--- config.mk ---
export PLATFORM = sky130hd
export DESIGN_NAME = game_tick_gen
export DESIGN_NICKNAME = d
export VERILOG_FILES = /design/src/rtl/game_timing_pkg.sv /design/src/rtl/game_tick_channel.sv /design/src/rtl/game_tick_gen.sv
export SDC_FILE = /design/constraint.sdc
export NUM_CORES = 1
export LEC_CHECK = 0
export CORE_MARGIN = 5
export CORE_UTILIZATION = 60
export DETAILED_ROUTE_END_ITERATION = 8
export HOLD_SLACK_MARGIN = 0.05
export MAX_ROUTING_LAYER = met4
export PLACE_DENSITY = 0.8
export SYNTH_ARGS = -nofsm -noshare
export SYNTH_HDL_FRONTEND = slang
export SYNTH_SLANG_ARGS = --single-unit
--- constraint.sdc ---
create_clock -name clock -period 3.89 [get_ports clock]
set_input_delay 0.389 -clock clock [delete_from_list [all_inputs] [get_ports clock]]
set_output_delay 0.389 -clock clock [all_outputs]
set_load 0.02 [all_outputs]
--- src/rtl/game_timing_pkg.sv ---
// game_timing_pkg: clock rate, common game periods and helpers shared by the tick generator.
// Revision 1.0
`default_nettype none

package game_timing_pkg;

  localparam int unsigned CLK_HZ = 100_000_000;

  typedef enum logic {
    MODE_PERIODIC = 1'b0,
    MODE_ONESHOT  = 1'b1
  } mode_e;

  function automatic int unsigned hz_to_period(input int unsigned hz);
    return CLK_HZ / hz;
  endfunction

  function automatic int sel_w(input int n_ch);
    return (n_ch > 1) ? $clog2(n_ch) : 1;
  endfunction

  localparam int unsigned FRAME_60HZ   = CLK_HZ / 60;
  localparam int unsigned GRAVITY_L0   = CLK_HZ;
  localparam int unsigned REPEAT_DELAY = CLK_HZ / 10;

endpackage

`default_nettype wire

--- src/rtl/game_tick_channel.sv ---
// game_tick_channel: one programmable-period tick channel with pause, one-shot and restart.
// Optional TICK_TOGGLE_OUT_EN adds a square-wave output toggled on every tick. Revision 1.0
`default_nettype none

module game_tick_channel
  import game_timing_pkg::*;
#(
  parameter int          CNT_W          = 32,
  parameter int unsigned DEFAULT_PERIOD = 50000000
) (
  input  logic             clock,
  input  logic             reset,
  input  logic             run,
  input  logic             cfg_wr,
  input  logic [CNT_W-1:0] cfg_period,
  input  logic             cfg_oneshot,
  input  logic             restart,
`ifdef TICK_TOGGLE_OUT_EN
  output logic             tick_clk,
`endif
  output logic             tick,
  output logic             busy
);

  localparam logic [CNT_W-1:0] RST_PERIOD = CNT_W'(DEFAULT_PERIOD);
  localparam logic [CNT_W-1:0] ONE        = CNT_W'(1);

  logic [CNT_W-1:0] period;
  logic [CNT_W-1:0] cnt;
  logic [CNT_W-1:0] last;
  mode_e            mode;

  // period-1 wraps to all ones for period 0, but busy is low then so it is never compared
  assign last = period - ONE;

  always_ff @(posedge clock) begin
    if (reset) begin
      period <= RST_PERIOD;
      mode   <= MODE_PERIODIC;
      cnt    <= '0;
      tick   <= 1'b0;
      busy   <= (RST_PERIOD != '0);
    end else if (cfg_wr) begin
      period <= cfg_period;
      mode   <= cfg_oneshot ? MODE_ONESHOT : MODE_PERIODIC;
      cnt    <= '0;
      tick   <= 1'b0;
      busy   <= (cfg_period != '0);
    end else if (restart) begin
      cnt    <= '0;
      tick   <= 1'b0;
      busy   <= (period != '0);
    end else if (busy && run) begin
      if (cnt == last) begin
        cnt  <= '0;
        tick <= 1'b1;
        if (mode == MODE_ONESHOT) busy <= 1'b0;
      end else begin
        cnt  <= cnt + ONE;
        tick <= 1'b0;
      end
    end else begin
      tick <= 1'b0;
    end
  end

`ifdef TICK_TOGGLE_OUT_EN
  logic fire;
  assign fire = !cfg_wr && !restart && busy && run && (cnt == last);

  always_ff @(posedge clock) begin
    if (reset)     tick_clk <= 1'b0;
    else if (fire) tick_clk <= ~tick_clk;
  end
`endif

endmodule

`default_nettype wire

--- src/rtl/game_tick_gen.sv ---
// game_tick_gen: N_CH independent tick channels sharing one clock, config port and global pause.
// Optional TICK_TOGGLE_OUT_EN exposes a per-channel square wave on tick_clk. Revision 1.0
`default_nettype none

module game_tick_gen
  import game_timing_pkg::*;
#(
  parameter int          N_CH           = 4,
  parameter int          CNT_W          = 32,
  parameter int unsigned DEFAULT_PERIOD = 50000000
) (
  input  logic                      clock,
  input  logic                      reset,
  input  logic                      pause,
  input  logic [N_CH-1:0]           ch_pause,
  input  logic                      cfg_we,
  input  logic [sel_w(N_CH)-1:0]    cfg_sel,
  input  logic [CNT_W-1:0]          cfg_period,
  input  logic                      cfg_oneshot,
  input  logic [N_CH-1:0]           restart,
`ifdef TICK_TOGGLE_OUT_EN
  output logic [N_CH-1:0]           tick_clk,
`endif
  output logic [N_CH-1:0]           tick,
  output logic [N_CH-1:0]           busy
);

  localparam int SEL_W = sel_w(N_CH);

  generate
    for (genvar i = 0; i < N_CH; i++) begin : g_ch
      logic cfg_hit;
      // out-of-range selects never equal any instantiated index, so they are dropped here
      assign cfg_hit = cfg_we && (cfg_sel == SEL_W'(i));

      game_tick_channel #(
        .CNT_W          (CNT_W),
        .DEFAULT_PERIOD (DEFAULT_PERIOD)
      ) u_ch (
        .clock       (clock),
        .reset       (reset),
        .run         (!pause && !ch_pause[i]),
        .cfg_wr      (cfg_hit),
        .cfg_period  (cfg_period),
        .cfg_oneshot (cfg_oneshot),
        .restart     (restart[i]),
`ifdef TICK_TOGGLE_OUT_EN
        .tick_clk    (tick_clk[i]),
`endif
        .tick        (tick[i]),
        .busy        (busy[i])
      );
    end
  endgenerate

endmodule

`default_nettype wire

==> impl_metrics.csv <==
group,metric,value,unit
job,drv_cap,0,
routing,drc,0,
critical_path,worst-path-buf-inv,1,
clocking,numClockSinks,268,
clocking,clk_path_buf_depth,3,
final_layout,fin_util,0.675,
die,die_w,173,µm
synthesis,ys_ff_latch,268,
synthesis,synth_edf_count,0,
power_and_ir_drop,p_switching,1600,µW
power_and_ir_drop,swShare,0.254,
routing,via_count,15000,
synthesis,netlist.area_leader.share,0.338,
timing,fin_skew,0.0207,ns
critical_path,crit_top_cell,"nand4_1",
placed_design,hpwl,32.5,mm
timing,fin_tns_setup,0,ns
min_path,min_path_type,"input pin to register",
timing,maxSlewViolCount,0,
synthesis,syn_area,15900,µm²
critical_path,cp_data_required_time,4.32,ns
synthesis,synth-seq-area-share,0.338,
final_layout,num_antenna_cells,0,
critical_path,cpPeakStageDelay,0.68,ns
timing,worstMarginPinSlew,1.12,ns
timing,rsz0062_at_grt,"no",
critical_path,startpoint_type,"register",
routing,ant_nets,0,
placed_design,numPortBuffers,54,
die,row_count,59,
synthesis,synthCells,2063,
routing,avgRoutedWirePerCell,18.4,µm
synthesis,synthTopCellsByCount,"nand2_1, dfxtp_1, nor3_1",
synthesis,synth_nets,2118,
critical_path,endpoint_kind,"register",
final_layout,area_delta_synth_final,10.7,%
placed_design,globalplace.congestion,0.964,
synthesis,synth_area_per_cell,7.70,µm²
clocking,h-tree-depth,1,
final_layout,fillers,2274,
synthesis,yosysWarnings,0,
synthesis,synth_cell_types,76,
clocking,post-cts-setup-buffers,0,
routing,via_per_inst,6.20,
routing,drt_wl_total,44.4,mm
die,fp.dieArea,29800,µm²
synthesis,yosysMostFrequentCell,"nand2_1",
power_and_ir_drop,power_frac_clock,0.441,
critical_path,crit_family,"simple AND/OR/NAND/NOR gates",
synthesis,yosys.area.top_type,"dfxtp_1",
timing,max-slew-margin-rel,0.256,
clocking,cts_buffers,29,
power_and_ir_drop,power_leakage,0.00609,µW
final_layout,final_nets,2117,
clocking,cts_root_buffer,"clkbuf_16",
routing,first_iter_violations,1253,
power_and_ir_drop,power_frac_seq,0.461,
critical_path,cp_slowest_cell,"or4_1",
critical_path,reg2reg_slack,0.32,ns
final_layout,drive_gt1_frac,0.0600,
timing,timing.hold.ws,0.352,ns
power_and_ir_drop,p_comb_frac,0.098,
timing,hold_viol,0,
run_status,status,"finished, final reports clean",
global_route,grt_usage,0.289,
power_and_ir_drop,p_int,4700,µW
critical_path,cp_cell_sequence,"or4_1 > nor4_2 > nand4_1 > a2111oi_0 > nand4_1 > or4_4 > nor3_4 > buf_4 > nor3_1",
clocking,clkTransAtPathRegs,0.06,ns
global_route,grt_max_degree,63,
critical_path,crit_fanout,12,
synthesis,ys_top_cells_by_area,"dfxtp_1, nand2_1, xor2_1, xnor2_1, nor3_1",
timing,fin_crit_sh,0.918,
timing,setup_viol,0,
global_route,grt_overflow,0,
timing,layout_min_cycle_time,3.57,ns
die,die_h,173,µm
die,core-area,26100,µm²
critical_path,cp_data_arrival_time,4.00,ns
power_and_ir_drop,p_per_area,358,nW/µm²
synthesis,ys_async_sr_fraction,0,
global_route,grt_pass1_wl,72.0,mm
clocking,clkLatencyLatePin,0.56,ns
timing,fmax,280,MHz
routing,drtPass1Iterations,6,
power_and_ir_drop,irDropWorstVdd,0.419,mV
critical_path,crit_type,"register to register",
die,ioPinCount,55,
global_route,antenna_found_initial,1,
die,start_util,0.610,
synthesis,ys.flop_type,"dfxtp_1",
clocking,cts_tree,"built",
global_route,grt_pass1_vias,14300,
worst paths after layout:
| kind | depth (start not counted) | end | from |
|---|---|---|---|
| setup / recovery | 9 | g_ch[1].u_ch.cnt[0] | g_ch[1].u_ch.period[7] |
| hold / removal | 2 | g_ch[2].u_ch.period[11] | reset |
| setup reg to reg | 9 | g_ch[1].u_ch.cnt[0] | g_ch[1].u_ch.period[7] |
| hold reg to reg | 2 | g_ch[1].u_ch.mode | g_ch[1].u_ch.mode |
sequential cells by signal, summed over array words and instances, names as in the netlist:
name / count
g_ch.u_ch.mode: 4
g_ch.u_ch.cnt: 128
g_ch.u_ch.tick: 4
g_ch.u_ch.period: 128
g_ch.u_ch.busy: 4
power groups by stage:
stage / combinational, µW / clock [µW] / sequential (µW)
after floorplan: 420 / 0 / 2920
after global routing: 672 / 2940 / 2910
after detailed placement: 599 / 0 / 2960
after global placement: 586 / 0 / 2960
final: 620 / 2780 / 2900
after CTS: 604 / 2820 / 2900
timing repair:
item                       4_1_cts  5_1_grt
resized for setup                0        1
setup endpoints to repair        0       22
hold buffers                     0        0
cell usage in the layout, fill, tap and decap left out, types with 10 or more instances in the layout:
| master | synthesis | layout |
|---|---|---|
| nand2_1 | 375 | 375 |
| dfxtp_1 | 268 | 268 |
| nor3_1 | 154 | 153 |
| xor2_1 | 142 | 142 |
| xnor2_1 | 132 | 132 |
| nor2_1 | 132 | 130 |
| a21oi_1 | 113 | 113 |
| nand4_1 | 62 | 62 |
| nand3_1 | 59 | 59 |
| clkdlybuf4s50_1 | 0 | 53 |
| nor4_1 | 53 | 52 |
| nand3b_1 | 52 | 52 |
| and3_1 | 42 | 42 |
| buf_4 | 8 | 39 |
| o21ai_0 | 34 | 34 |
| clkbuf_16 | 0 | 29 |
| inv_1 | 21 | 21 |
| nor2b_1 | 20 | 20 |
| and2_1 | 18 | 18 |
| nand2b_1 | 18 | 18 |
| or4_1 | 17 | 17 |
| and4_1 | 16 | 16 |
| or3_1 | 15 | 15 |
| or2_2 | 12 | 12 |
| a31oi_1 | 10 | 10 |
area by class of cell:
cell class,instances,area (µm²),area share
flip-flops and latches,268,5370,0.305
multi-input cells,1650,9940,0.565
repair buffers,92,823,0.0468
inverters,21,78.8,0.00448
clock inverters,12,119,0.00676
well taps,335,419,0.0238
clock buffers,40,847,0.0481
cell families after synthesis:
family	count (synthesis)	share of synthesized area
AO/OA/AOI/OAI	258	0.103
XOR/XNOR	274	0.151
adder cells (fa/ha/maj)	8	0.00630
flip-flops	268	0.338
AND/OR/NAND/NOR	1099	0.356
buffers and inverters	145	0.0385
multiplexers	11	0.00709
metrics by stage:
stage	cells	setup WS (ns)	power [µW]	area, µm²
5_1_grt	2418	0.0275	6530	17600
6_report	2418	0.317	6300	17600
2_1_floorplan	2063	0.728	3340	15900
3_5_place_dp	2366	0.200	3560	16600
3_3_place_gp	2366	0.402	3550	16600
4_1_cts	2418	0.176	6320	17600
routing by layer:
| layer | track usage | up-vias | part of all wire | wire, µm |
|---|---|---|---|---|
| met1 | 0.371 | 7081 | 0.42 | 18700 |
| met3 | 0.0491 | 101 | 0.083 | 3710 |
| met4 | 0.0839 | 0 | 0.026 | 1160 |
| li1 | - | 7260 | - | - |
| met2 | 0.471 | 547 | 0.47 | 20900 |
| met5 | - | - | 0 | 0 |
No activity file was read; power rests on OpenSTA's default activity.
